## config.mk

```make
export PLATFORM = sky130hd
export DESIGN_NAME = qeciphy_tx_boundary_sched
export DESIGN_NICKNAME = d
export VERILOG_FILES = /design/src/rtl/qeciphy_tx_boundary_sched_pkg.sv /design/src/rtl/qeciphy_tx_boundary_sched_sf_counter.sv /design/src/rtl/qeciphy_tx_boundary_sched.sv
export SDC_FILE = /design/constraint.sdc
export NUM_CORES = 1
export LEC_CHECK = 0
export CORE_ASPECT_RATIO = 2
export CORE_MARGIN = 3
export CORE_UTILIZATION = 46
export CTS_CLUSTER_SIZE = 30
export DETAILED_ROUTE_END_ITERATION = 8
export PLACE_DENSITY_LB_ADDON = 0.08
export SLEW_MARGIN = 20
export SYNTH_ARGS = -nofsm -noshare
export SYNTH_HDL_FRONTEND = slang
export SYNTH_SLANG_ARGS = --single-unit
```

## constraint.sdc

```tcl
create_clock -name clk_i -period 1.61 [get_ports clk_i]
set_clock_uncertainty 0.1 [all_clocks]
set_input_delay 0.4025 -clock clk_i [delete_from_list [all_inputs] [get_ports clk_i]]
set_output_delay 0.4025 -clock clk_i [all_outputs]
set_load 0.05 [all_outputs]
```

## src/rtl/qeciphy_tx_boundary_sched_pkg.sv

```systemverilog
// Shared types and slot geometry for the TX boundary scheduler (optional QECIPHY_TX_FAW_BURST_EN build).
// Constants only; no latency, no backpressure.
package qeciphy_tx_boundary_sched_pkg;

  typedef enum logic [1:0] {
    TX_OFF,
    TX_IDLE,
    TX_ACTIVE
  } qeciphy_tx_state_t;

  localparam int QECIPHY_DATA_SLOTS_PER_GROUP = 6;
  localparam int QECIPHY_GROUP_LEN            = 7;
  localparam int QECIPHY_SF_COUNT_W           = 16;

endpackage

```

## src/rtl/qeciphy_tx_boundary_sched_sf_counter.sv

```systemverilog
// Free-running word/group/burst counters producing registered FAW/CRC strobes and sf_last (QECIPHY_TX_FAW_BURST_EN adds short superframes).
// Strobes are registered, one slot per clock; free-running, no backpressure.
module qeciphy_sf_counter
  import qeciphy_tx_boundary_sched_pkg::*;
#(
  parameter int FAW_INTERVAL  = 64,
  parameter int FAW_BURST_LEN = 16
) (
  input  logic                          clk_i,
  input  logic                          rst_i,
  input  logic                          burst_load,
  input  logic                          burst_clr,
  output logic                          faw,
  output logic                          crc,
  output logic                          sf_last,
  output logic                          burst,
  output logic [QECIPHY_SF_COUNT_W-1:0] sf_count
);

  localparam int GW = $clog2(FAW_INTERVAL);
  localparam logic [GW-1:0] LAST_GROUP   = GW'(FAW_INTERVAL - 1);
  localparam logic [2:0]    LAST_WORD    = 3'(QECIPHY_GROUP_LEN - 1);
  localparam logic [2:0]    PRE_CRC_WORD = 3'(QECIPHY_DATA_SLOTS_PER_GROUP - 1);

  // restart marks the first edge after reset so that slot p=0 follows release
  logic          restart;
  logic [2:0]    word_cnt;
  logic [GW-1:0] group_cnt;
  logic          short_sf;

  assign sf_last = crc && (short_sf || (group_cnt == LAST_GROUP));

  always_ff @(posedge clk_i or posedge rst_i) begin
    if (rst_i) begin
      restart   <= 1'b1;
      faw       <= 1'b0;
      crc       <= 1'b0;
      word_cnt  <= '0;
      group_cnt <= '0;
      sf_count  <= '0;
    end else if (restart || sf_last) begin
      restart   <= 1'b0;
      faw       <= 1'b1;
      crc       <= 1'b0;
      word_cnt  <= '0;
      group_cnt <= '0;
      sf_count  <= sf_count + 16'd1;
    end else if (faw) begin
      faw       <= 1'b0;
      crc       <= 1'b0;
      word_cnt  <= '0;
    end else if (word_cnt == LAST_WORD) begin
      word_cnt  <= '0;
      group_cnt <= group_cnt + GW'(1);
      crc       <= 1'b0;
    end else begin
      word_cnt  <= word_cnt + 3'd1;
      crc       <= (word_cnt == PRE_CRC_WORD);
    end
  end

`ifdef QECIPHY_TX_FAW_BURST_EN
  logic [7:0] burst_cnt;

  always_ff @(posedge clk_i or posedge rst_i) begin
    if (rst_i) begin
      burst_cnt <= '0;
    end else if (burst_clr) begin
      burst_cnt <= '0;
    end else if (burst_load) begin
      burst_cnt <= 8'(FAW_BURST_LEN);
    end else if (sf_last && (burst_cnt != 8'd0)) begin
      burst_cnt <= burst_cnt - 8'd1;
    end
  end

  assign short_sf = (burst_cnt != 8'd0);
  assign burst    = short_sf;
`else
  logic unused_burst;
  assign unused_burst = burst_load ^ burst_clr ^ (FAW_BURST_LEN == 0);
  assign short_sf     = 1'b0;
  assign burst        = 1'b0;
`endif

endmodule

```

## src/rtl/qeciphy_tx_boundary_sched.sv

```systemverilog
// TX frame scheduler and OFF/IDLE/ACTIVE link state; burst of short superframes under QECIPHY_TX_FAW_BURST_EN.
// All outputs registered; state commits at superframe ends except the immediate drop to OFF; no backpressure.
module qeciphy_tx_boundary_sched
  import qeciphy_tx_boundary_sched_pkg::*;
#(
  parameter int FAW_INTERVAL  = 64,
  parameter int FAW_BURST_LEN = 16
) (
  input  logic        clk_i,
  input  logic        rst_i,
  input  logic        enable_i,
  input  logic        active_req_i,
  input  logic        remote_rdy_i,
  output logic        faw_boundary_o,
  output logic        crc_boundary_o,
  output logic        tx_off_o,
  output logic        tx_idle_o,
  output logic        tx_active_o,
  output logic [15:0] sf_count_o,
  output logic        faw_burst_o
);

  qeciphy_tx_state_t state, state_nxt;
  logic              sf_last;
  logic              burst_load;

  qeciphy_sf_counter #(
    .FAW_INTERVAL (FAW_INTERVAL),
    .FAW_BURST_LEN(FAW_BURST_LEN)
  ) u_cnt (
    .clk_i     (clk_i),
    .rst_i     (rst_i),
    .burst_load(burst_load),
    .burst_clr (!enable_i),
    .faw       (faw_boundary_o),
    .crc       (crc_boundary_o),
    .sf_last   (sf_last),
    .burst     (faw_burst_o),
    .sf_count  (sf_count_o)
  );

  always_ff @(posedge clk_i or posedge rst_i) begin
    if (rst_i) begin
      state <= TX_OFF;
    end else begin
      state <= state_nxt;
    end
  end

  // faw_burst_o low doubles as "burst finished" for the ACTIVE gate
  always_comb begin
    state_nxt  = state;
    burst_load = 1'b0;
    if (!enable_i) begin
      state_nxt = TX_OFF;
    end else if (sf_last) begin
      case (state)
        TX_OFF: begin
          state_nxt  = TX_IDLE;
          burst_load = 1'b1;
        end
        TX_IDLE: begin
          if (active_req_i && remote_rdy_i && !faw_burst_o) state_nxt = TX_ACTIVE;
        end
        TX_ACTIVE: begin
          if (!active_req_i || !remote_rdy_i) state_nxt = TX_IDLE;
        end
        default: state_nxt = TX_OFF;
      endcase
    end
  end

  assign tx_off_o    = (state == TX_OFF);
  assign tx_idle_o   = (state == TX_IDLE);
  assign tx_active_o = (state == TX_ACTIVE);

endmodule

```

Word-level counts from Yosys, hierarchy flattened
Index checks and enable logic that the tools add are counted.
{"block": "classes", "n_addsub": 3, "eq_ne": 9, "n_mux": 15, "reduce_logical": 10}
{"operator": "2-to-1 mux 6 bit", "count": 3}
{"operator": "adder 16 x 1 -> 16 bit, second input constant", "count": 1}
{"operator": "2-to-1 mux 3 bit", "count": 3}
{"operator": "2-to-1 mux 2 bit", "count": 4}
{"operator": "adder 6 x 1 -> 6 bit, second input constant", "count": 1}
{"operator": "== test 3 bit, second input constant", "count": 2}
{"operator": "== test 6 bit, second input constant", "count": 1}
{"operator": "!= test 3 x 2 -> 1 bit, second input constant", "count": 2}
{"operator": "one-hot mux 2 bit (3 select lines)", "count": 1}
{"operator": "2-to-1 mux 1 bit", "count": 4}
{"operator": "adder 3 x 1 -> 3 bit, second input constant", "count": 1}
{"operator": "AND reduction 3 bit", "count": 1}
{"operator": "== test 2 x 1 -> 1 bit, second input constant", "count": 1}
{"operator": "== test 2 bit, second input constant", "count": 1}
{"operator": "logical AND 1 bit", "count": 2}
{"operator": "logical NOT 1 bit", "count": 2}
{"operator": "logical NOT 2 bit", "count": 1}
{"operator": "logical OR 1 bit", "count": 2}
{"operator": "!= test 2 x 1 -> 1 bit, second input constant", "count": 1}
{"operator": "!= test 2 bit, second input constant", "count": 1}
{"operator": "AND reduction 2 bit", "count": 1}
{"operator": "nonzero test 2 bit", "count": 1}
{"block": "totals", "reg_bits": 30, "in_bits": 5, "output_inout_bits": 22, "word_cells": 44}

Longest topological paths before layout
{"block": "depth", "word_depth": 6, "ltp_mapped": 7, "mapped_depth_nobuf": 6}

Modules after synthesis
A second synthesis with hierarchy kept.
{"block": "unflattened", "cells_unflattened": 133, "area_unflattened_um2": 1435.1}
{"mod": "qeciphy_sf_counter", "n_inst": 1, "cells_per_inst": 116, "area_each_um2": 1296.2, "seq_area_each_um2": 701.9}
{"mod": "qeciphy_tx_boundary_sched", "n_inst": 1, "cells_per_inst": 17, "area_each_um2": 138.9, "seq_area_each_um2": 50.0}

Worst setup path before layout
OpenSTA, ideal clock, no wires.
{"block": "synth_path", "path_type": "register to register", "from": "register u_cnt.faw", "to": "register u_cnt.group_cnt[4]", "setup_ns": 0.125, "arrival_time_ns": 1.610, "t_required_ns": 1.385, "path_slack_ns": -0.225, "stages_incl_launch_ff": 5, "path_buffers": 1, "period_less_slack_ns": 1.835, "cell_sequence": "dfrtp_1 -> and4bb_2 -> buf_2 -> o2111ai_1 -> mux2_2"}
{"block": "synth_between", "elab_chain_len": 2}
{"item": "start: declaration", "line": "qeciphy_tx_boundary_sched_sf_counter.sv:13", "rtl": "output logic faw,"}
{"item": "start signal: assignment", "line": "qeciphy_tx_boundary_sched_sf_counter.sv:36", "rtl": "faw <= 1'b0;"}
{"item": "start signal: assignment", "line": "qeciphy_tx_boundary_sched_sf_counter.sv:43", "rtl": "faw <= 1'b1;"}
{"item": "start signal: assignment", "line": "qeciphy_tx_boundary_sched_sf_counter.sv:49", "rtl": "faw <= 1'b0;"}
{"item": "!= test 2 bit (no line)"}
{"item": "AND reduction 2 bit (no line)"}
{"item": "end signal: assignment", "line": "qeciphy_tx_boundary_sched_sf_counter.sv:54", "rtl": "group_cnt <= group_cnt + GW'(1);"}
{"item": "end: declaration", "line": "qeciphy_tx_boundary_sched_sf_counter.sv:28", "rtl": "logic [GW-1:0] group_cnt;"}
Every way passes these cells.
A chain may end at the register's enable or synchronous reset.

Worst setup path after layout
{"block": "layout_path", "from": "register u_cnt.group_cnt[1]", "to": "register u_cnt.sf_count[15]"}
{"block": "layout_between", "elab_chain_len": 3}
{"item": "== test 6 bit", "line": "qeciphy_tx_boundary_sched_sf_counter.sv:31", "rtl": "assign sf_last = crc && (short_sf || (group_cnt == LAST_GROUP));"}
{"item": "logical AND 1 bit", "line": "qeciphy_tx_boundary_sched_sf_counter.sv:31"}
{"item": "logical OR 1 bit", "line": "qeciphy_tx_boundary_sched_sf_counter.sv:41", "rtl": "end else if (restart || sf_last) begin"}
{"item": "end signal: assignment", "line": "qeciphy_tx_boundary_sched_sf_counter.sv:47", "rtl": "sf_count <= sf_count + 16'd1;"}
{"item": "end: declaration", "line": "qeciphy_tx_boundary_sched_sf_counter.sv:17", "rtl": "output logic [QECIPHY_SF_COUNT_W-1:0] sf_count"}
Every way passes these cells.

==> metrics.cfg <==
[outcome]
outcome = finished, final reports clean

[global_route]
grt_pass1_vias = 1285
busiest_layer = met2
use_met1_pct = 22.0
grtUsageTotal_pct = 21.0
grt_use_met2_pct = 35.3
grt-ovfl-total = 0
antenna_found_initial = 0
met3_usage_pct = 5.36
grt_max_degree = 31
grt_first_pass_wirelength_um = 5830

[setup_path]
cp_max_fo = 3
path_class = reg -> reg
crit_path_start_kind = flip-flop
end_kind = flip-flop
worstPathArrival_ns = 1.68
cp.required_ns = 1.68

[timing]
slew_violations = 0
min_period_ns = 1.60
fmax_mhz = 624
grt_setup_unrepaired = yes
finalSetupViolCount = 0
finalHoldViolations = 0
period_share_pct = 99.5

[place]
hpwlAfterDp_um = 2500
placed_cell_area_sq_um = 2070
dp_cells = 201
portBuffers = 25
gp_congestion = 0.807

[pwr]
clkPwrFrac_pct = 24.4
cellPowerDensity_nw_per_um2 = 1100
power_frac_comb_pct = 38.8
pwr-share-seq_pct = 36.8
swShare_pct = 36.1
p_leak_nw = 1.07
vdd_drop_max_mv = 1.07
p_sw_mw = 0.941
internal-power_mw = 1.67

[flow_run]
maxCapViolCount = 0

[clocking]
cts_tree = built
clock_sinks = 30
cts-root-buf = clkbuf_8
ctsHoldBuffers = 0
clk_path_buf_depth = 2
clk_latency_ns = 0.29
path_clk_slew_ns = 0.07
cts_buffers = 5
htreeDepth = 2

[routing]
via_per_inst = 5.56
vias = 1201
drt_iter0_drc = 17
wl_per_cell_um = 16.9
postRouteAntennaNets = 0
first_pass_iters = 4
drc = 0
routed_wl_um = 3660

[logic_synthesis]
synth_edf_count = 0
post-synth-top-count-cell = dfrtp_1
ys.flop_type = dfrtp_1
synth_area_leaders = dfrtp_1 51%, xor2_1 6.8%, xnor2_1 4.9%, nor2_1 3.4%, nor3_1 3.2%
synthDistinctLibCells = 35
async_reset_ff_share_pct = 100
yosysTopAreaCellShare_pct = 50.9
syn_area_sq_um = 1430
synth_top_area_cell = dfrtp_1
netlist_instances = 134
syn_avg_cell_area_sq_um = 10.6
synth_seq_area_share_pct = 52.8
yosys-top-cells-count = 29 x dfrtp_1, 13 x nor2_1, 11 x xor2_1, 10 x nand2_1, 9 x nor3_1
ys_warn_count = 0
synth-seq-cells = 30

[floorplanning]
rows = 28
core-area_sq_um = 2980
io_pins = 27
fp.dieW_um = 45.4
initial_utilization_pct = 47.9
die_y_um = 84.7
fp.dieArea_sq_um = 3840

[final_layout]
finalNonFillerCells = 216
drive_above_1_share_pct = 49.5
antennaDiodeCount = 0
finalInstanceArea_sq_um = 2370
fin_nets = 192
postLayoutCoreUtil_pct = 79.7
fillers = 173
area_delta_synth_final_pct = 66.5

[min_path]
hold_class = in -> async

## path summary, 6_finish.rpt
kind | start | endpoint | slack, ns | cells past startpoint
min | rst_i | u_cnt.sf_count[7] | 0.35 | 3
max reg2reg | u_cnt.group_cnt[1] | u_cnt.sf_count[15] | 0.008 | 7
max in group asynchronous | rst_i | u_cnt.restart | 0.83 | 3
min reg2reg | u_cnt.sf_count[11] | u_cnt.sf_count[11] | 0.41 | 1
min in group clk_i | u_cnt.sf_count[11] | u_cnt.sf_count[11] | 0.41 | 1
max | u_cnt.group_cnt[1] | u_cnt.sf_count[15] | 0.008 | 7
## worst max-delay path, stage by stage (launching register included)
cell	delay, ns
dfrtp_1	0.36
ha_2	0.21
nand3_4	0.08
o21a_4	0.26
inv_4	0.07
buf_6	0.10
nand4b_1	0.13
xnor2_1	0.17
## stage by stage
stage | setup slack (ns) | hold slack (ns) | total power [mW] | TNS (ns)
finish | 0.00816 | 0.347 | 2.61 | 0
global placement | 0.0239 | 0.404 | 1.93 | 0
floorplan | -0.0440 | 0.380 | 1.43 | -0.0440
detailed placement | -0.0328 | 0.404 | 1.94 | -0.0691
CTS | -0.00166 | 0.348 | 2.58 | -0.00240
global route | -0.0671 | 0.347 | 2.72 | -0.229
## state kept, by name, summed over array words and instances, names as in the netlist
| register | count |
|---|---|
| state | 2 |
| u_cnt.crc | 1 |
| u_cnt.restart | 1 |
| u_cnt.group_cnt | 6 |
| u_cnt.faw | 1 |
| u_cnt.word_cnt | 3 |
| u_cnt.sf_count | 16 |
## area by class of cell
type	count	area (sq um)	area share (%)
timing repair buffer	49	691	29.1
clock inverter	1	5.00	0.211
multi-input combinational	95	764	32.2
clock buffer	7	86.3	3.64
sequential	30	771	32.5
inverter	4	17.5	0.738
tap	30	37.5	1.58
## power groups by stage
| stage | registers (mW) | clock network, mW | logic, mW |
|---|---|---|---|
| 2_1_floorplan | 1.23 | 0 | 0.199 |
| 3_3_place_gp | 0.963 | 0 | 0.963 |
| 3_5_place_dp | 0.963 | 0 | 0.978 |
| 4_1_cts | 0.953 | 0.645 | 0.985 |
| 5_1_grt | 0.969 | 0.684 | 1.06 |
| 6_report | 0.960 | 0.636 | 1.01 |
## kinds of logic (layout without fill, tap and decap cells)
logic type | count (synthesis) | after routing | share of synthesized area [%]
XOR/XNOR | 19 | 19 | 11.7
AND/OR/NAND/NOR | 60 | 60 | 23.3
flip-flops | 30 | 30 | 52.8
adder cells (fa/ha/maj) | 2 | 2 | 1.76
buffers and inverters | 10 | 61 | 3.60
multiplexers | 3 | 3 | 2.19
other | 1 | 2 | 0.263
AO/OA/AOI/OAI | 9 | 9 | 4.48
## placed cells by master (no fill, tap or decap), types with 3 or more instances in the layout
master / n
dfrtp_2: 15
nand3_1: 4
nor2_1: 10
nor3_1: 4
nand4_1: 7
clkdlybuf4s50_1: 4
dfrtp_1: 14
xnor2_1: 8
nand2_1: 10
and3_1: 3
nand3_2: 3
buf_4: 19
buf_12: 23
nor3_4: 4
xor2_1: 11
inv_1: 3
clkbuf_8: 6
## metal layers
metal	share of wire, %	up-vias
met5	0	-
met4	3.4	0
met3	3.9	9
met2	59	28
met1	34	605
li1	-	559
## timing repair
item	CTS	global route
endpoints found under the hold margin	0	0
gates cloned	0	1
setup buffers	0	6
pin swaps	1	13
gates resized for setup	9	23
endpoints found under the setup margin	10	22
Note: power is estimated with default switching activity, not from simulation.
==> RTL edit 1: new RTL, same flow settings <==
Re-encode `qeciphy_tx_state_t` (3 states) as one-hot, 3 bits wide.
--- a/src/rtl/qeciphy_tx_boundary_sched_pkg.sv
+++ b/src/rtl/qeciphy_tx_boundary_sched_pkg.sv
@@ -2,10 +2,10 @@
 // Constants only; no latency, no backpressure.
 package qeciphy_tx_boundary_sched_pkg;
 
-  typedef enum logic [1:0] {
-    TX_OFF,
-    TX_IDLE,
-    TX_ACTIVE
+  typedef enum logic [2:0] {
+    TX_OFF    = 3'b001,
+    TX_IDLE   = 3'b010,
+    TX_ACTIVE = 3'b100
   } qeciphy_tx_state_t;
 
   localparam int QECIPHY_DATA_SLOTS_PER_GROUP = 6;
Formal check against the unedited RTL: no difference found for any inputs over 10 cycles, from zero or initial values and one cycle with rst_i high; not proved beyond that.
==> RTL edit 1 against the original RTL <==
The run now ends with setup timing left. Global-route usage grew 0.24 points. Power grew 0.97%. Wire length grew 6.9%. Sequential cell count grew 1. Worst setup slack lost 0.13 ns. Core utilization grew 5.6 points. Final area grew 8.3%. Synthesized area grew 4.1%.
==> RTL edit 1: results <==
{
  "grt.met3_usage": 0.04574,
  "cp_max_fo": 4,
  "drive_gt1_frac": 0.5446,
  "pre_cts_ws_ns": -0.04013,
  "regArea_sq_um": 793.3,
  "fill_cells": 153,
  "wl_met2_um": 2356,
  "ir_worst_vdd_v": 0.001014,
  "synthDistinctLibCells": 35,
  "hpwl_um": 2594,
  "switching_power_w": 0.0009237,
  "synth_common_cells": "29 x dfrtp_1, 15 x nand2_1, 12 x nor2_1",
  "placed_area_sq_um": 2212,
  "routed_via_density": 5.370,
  "grt_util_met2": 0.3631,
  "cts_resized": 10,
  "grt_pass1_wl_um": 6182,
  "setup_viol": 15,
  "cts_buffers": 5,
  "synth_area_per_cell_sq_um": 10.52,
  "endpoint": "tx_idle_o",
  "synth_mux_area_frac": 0.006745,
  "timing.rr.end": "u_cnt.sf_count[14]",
  "worst_slack_ns": -0.1210,
  "synth_compound_area_frac": 0.06914,
  "grt_pass1_vias": 1444,
  "reg2reg_from": "u_cnt.group_cnt[1]",
  "wire_per_inst_um": 16.10,
  "violations": "setup timing",
  "reg.largest.list": "u_cnt.sf_count: 16 flops, u_cnt.group_cnt: 6 flops",
  "clk_latency_ns": 0.28,
  "holdWs_ns": 0.3495,
  "drtIter0Drc": 14,
  "grtUsageTotal": 0.2126,
  "ys_warn_count": 0,
  "cts_setup_buffers": 4,
  "place_congestion": 0.7897,
  "grt_max_degree": 32,
  "wl_met3_um": 119,
  "dr_total_vias": 1305,
  "critPathLaunch": "state[0]",
  "drtPass1Iterations": 3,
  "min_path_type": "in -> async",
  "met1_length_um": 1325,
  "synthAdderAreaFrac": 0.01686,
  "nNetsFinal": 219,
  "synth.area.top_cells": "dfrtp_1 49%, xnor2_1 6.5%, xor2_1 4.7%",
  "ff2ff_setup_slack_ns": -0.07,
  "status": "complete, but fails checks",
  "power.leakage_nw": 1.149,
  "synthXorXnorAreaFrac": 0.1121,
  "maxUsedRoutingLayer": "met4",
  "grt.met1_usage": 0.2309,
  "ys_seq_area_frac": 0.5245,
  "setup-tns-final_ns": -0.7435,
  "arrival_ns": 1.23
}
RTL edit 1: changes by cell type after synthesis, moves of 3 or more:
cell,delta
and3_1,+4
nand2_1,+5
xor2_1,-3
nor2b_1,-3
xnor2_1,+3
a21oi_1,+4
RTL edit 1: power groups by stage:
stage | Combinational, W | Clock, W | Sequential [W]
detailed placement | 0.00103 | 0 | 0.000971
global placement | 0.00101 | 0 | 0.000964
finish | 0.00109 | 0.000576 | 0.000971
global route | 0.00114 | 0.000622 | 0.000982
CTS | 0.00103 | 0.000590 | 0.000957
floorplan | 0.000159 | 0 | 0.00127
RTL edit 1: area by class of cell:
cell class,count,area share
sequential,31,0.3088
clock inverter,1,0.001948
inverter,3,0.006332
timing repair buffer,68,0.3210
clock buffer,7,0.02971
timing repair inverter,1,0.003410
multi-input combinational,102,0.3142
tap,30,0.01461
RTL edit 1: worst max-delay path: stages, from the launching register on:
cell and delay, ns:
dfstp_2 0.59, nor2_2 0.07, and2_4 0.14, buf_8 0.14
==> RTL edit 2: new RTL, config.mk and constraints unchanged <==
Made on the original files. `FAW_INTERVAL` is set to 64 in 2 places; all go to 256.
--- a/src/rtl/qeciphy_tx_boundary_sched_sf_counter.sv
+++ b/src/rtl/qeciphy_tx_boundary_sched_sf_counter.sv
@@ -3,7 +3,7 @@
 module qeciphy_sf_counter
   import qeciphy_tx_boundary_sched_pkg::*;
 #(
-  parameter int FAW_INTERVAL  = 64,
+  parameter int FAW_INTERVAL  = 256,
   parameter int FAW_BURST_LEN = 16
 ) (
   input  logic                          clk_i,
--- a/src/rtl/qeciphy_tx_boundary_sched.sv
+++ b/src/rtl/qeciphy_tx_boundary_sched.sv
@@ -3,7 +3,7 @@
 module qeciphy_tx_boundary_sched
   import qeciphy_tx_boundary_sched_pkg::*;
 #(
-  parameter int FAW_INTERVAL  = 64,
+  parameter int FAW_INTERVAL  = 256,
   parameter int FAW_BURST_LEN = 16
 ) (
   input  logic        clk_i,
Check against the original RTL: same outputs for any inputs over 10 cycles, from zero or initial values and one cycle with rst_i high; that may be too few to reach the edited logic, so the function may still have changed.
==> RTL edit 2 against the original RTL <==
Global-route usage fell by 1.6 points. Worst setup slack better by 0.015 ns. Power down 1.3%. Wire length fell by 12%. Hold slack improved by 0.028 ns. Synthesized area increased by 6.3%. Final area down 1.7%. Register-to-register slack better by 0.02 ns. Sequential cell count increased by 2. Count of clock-buffer cells in the layout is the same. Critical path depth decreased by 5. Highest routed layer unchanged.
==> RTL edit 2: results <==
{
  "status": "finished clean",
  "synth.area.top_cells": "dfrtp_1 51%, xor2_1 8.1%, xnor2_1 4.6%",
  "nNetsFinal": 189,
  "drive_gt1_frac": 0.4153,
  "worst_slack_ns": 0.02279,
  "grt.met1_usage": 0.2060,
  "grt_pass1_wl_um": 5664,
  "antenna_cells": 0,
  "clkTransAtPathRegs_ns": 0.06,
  "cp_max_fo": 6,
  "ys_seq_area_frac": 0.5293,
  "placed_area_sq_um": 2146,
  "hpwl_um": 2325,
  "synthDistinctLibCells": 34,
  "synthAdderAreaFrac": 0.01652,
  "reg.largest.list": "u_cnt.sf_count: 16 flops, u_cnt.group_cnt: 8 flops, u_cnt.word_cnt: 3 flops",
  "synth_common_cells": "31 x dfrtp_1, 14 x xor2_1, 13 x nor2_1",
  "fill_cells": 213,
  "power.leakage_nw": 1.049,
  "clk_latency_ns": 0.28,
  "grt_max_degree": 33,
  "synth_area_per_cell_sq_um": 10.98,
  "pre_cts_ws_ns": -0.07094,
  "grt.met3_usage": 0.04969,
  "synthXorXnorAreaFrac": 0.1272,
  "arrival_ns": 1.08,
  "synth_compound_area_frac": 0.04872,
  "antenna_found_initial": 0,
  "dr_total_vias": 1171,
  "ir_worst_vdd_v": 0.001106,
  "place_congestion": 0.7464,
  "grtUsageTotal": 0.1937,
  "dp_cells": 204,
  "drtPass1Iterations": 2,
  "synth_mux_area_frac": 0.006606,
  "wl_um": 3224,
  "clock_path_buffers": 2,
  "drtIter0Drc": 25,
  "grt_util_met2": 0.3367,
  "routed_via_density": 5.498,
  "grt_pass1_vias": 1259,
  "design_area_sq_um": 2332
}
RTL edit 2: changes by cell type in the layout (fill, tap and decap cells not counted), sizes merged, moves of 3 or more:
cell   before  now
buf        44   37
and4        1    5
nand3       8    5
xor2       11   14
RTL edit 2: logic make-up (layout without fill, tap and decap cells):
logic type,Yosys count,count (layout)
and+or+nand+nor,61,61
DFF,32,32
xor gates and xnor gates,22,22
adders and majority gates,2,2
muxes,1,1
AOI/OAI and AO/OA,10,10
buffers and inverters,9,53
other,1,2
RTL edit 2: where the power goes:
group | switching [W] | internal [W] | leakage (nW)
Clock | 0.000273 | 0.000303 | 0.0422
Combinational | 0.000487 | 0.000473 | 0.595
Sequential | 0.000134 | 0.000904 | 0.412
Total | 0.000894 | 0.00168 | 1.05
RTL edit 2: per-stage QoR:
step	setup TNS [ns]	power (W)
after global routing	-0.3080	0.002699
after CTS	-0.01129	0.002592
after global placement	-0.03349	0.001978
final	0	0.002574
after floorplan	-0.02856	0.001473
after detailed placement	-0.1839	0.001998
RTL edit 2: layout make-up:
| type | instances | share of cell area |
|---|---|---|
| clock buffers | 7 | 0.03273 |
| well taps | 30 | 0.01609 |
| flip-flops and latches | 32 | 0.3509 |
| inverters | 3 | 0.004828 |
| multi-input cells | 98 | 0.3214 |
| clock inverters | 1 | 0.002146 |
| repair buffers | 42 | 0.2720 |
RTL edit 2: what timing repair did:
item / in CTS / in global routing
endpoints found under the hold margin: 0 / 0
resized for setup: 7 / 11
cloned: 0 / 1
endpoints found under the setup margin: 5 / 13
pin swaps: 2 / 7
RTL edit 2: path summary, 6_finish.rpt:
| check | slack [ns] | cells past startpoint | start | to |
|---|---|---|---|---|
| hold / removal | 0.37 | 3 | rst_i | u_cnt.sf_count[14] |
| hold reg to reg | 0.42 | 1 | u_cnt.sf_count[8] | u_cnt.sf_count[8] |
| max in group asynchronous | 0.79 | 3 | rst_i | u_cnt.restart |
| setup reg to reg | 0.03 | 6 | u_cnt.group_cnt[1] | u_cnt.sf_count[13] |
| min in group clk_i | 0.42 | 1 | u_cnt.sf_count[8] | u_cnt.sf_count[8] |
| setup / recovery | 0.02 | 2 | state[0] | tx_idle_o |
RTL edit 2: critical path, cell delays in order (launching register included):
cell and delay [ns]:
dfrtp_2 0.44, nor2b_4 0.21, buf_12 0.15
RTL edit 2: metal layers:
layer	routed length, um	up-vias	share of wire
li1	-	563	-
met1	1131	583	0.35
met2	1923	20	0.60
met3	103	5	0.032
met4	66	0	0.020
met5	0	-	0
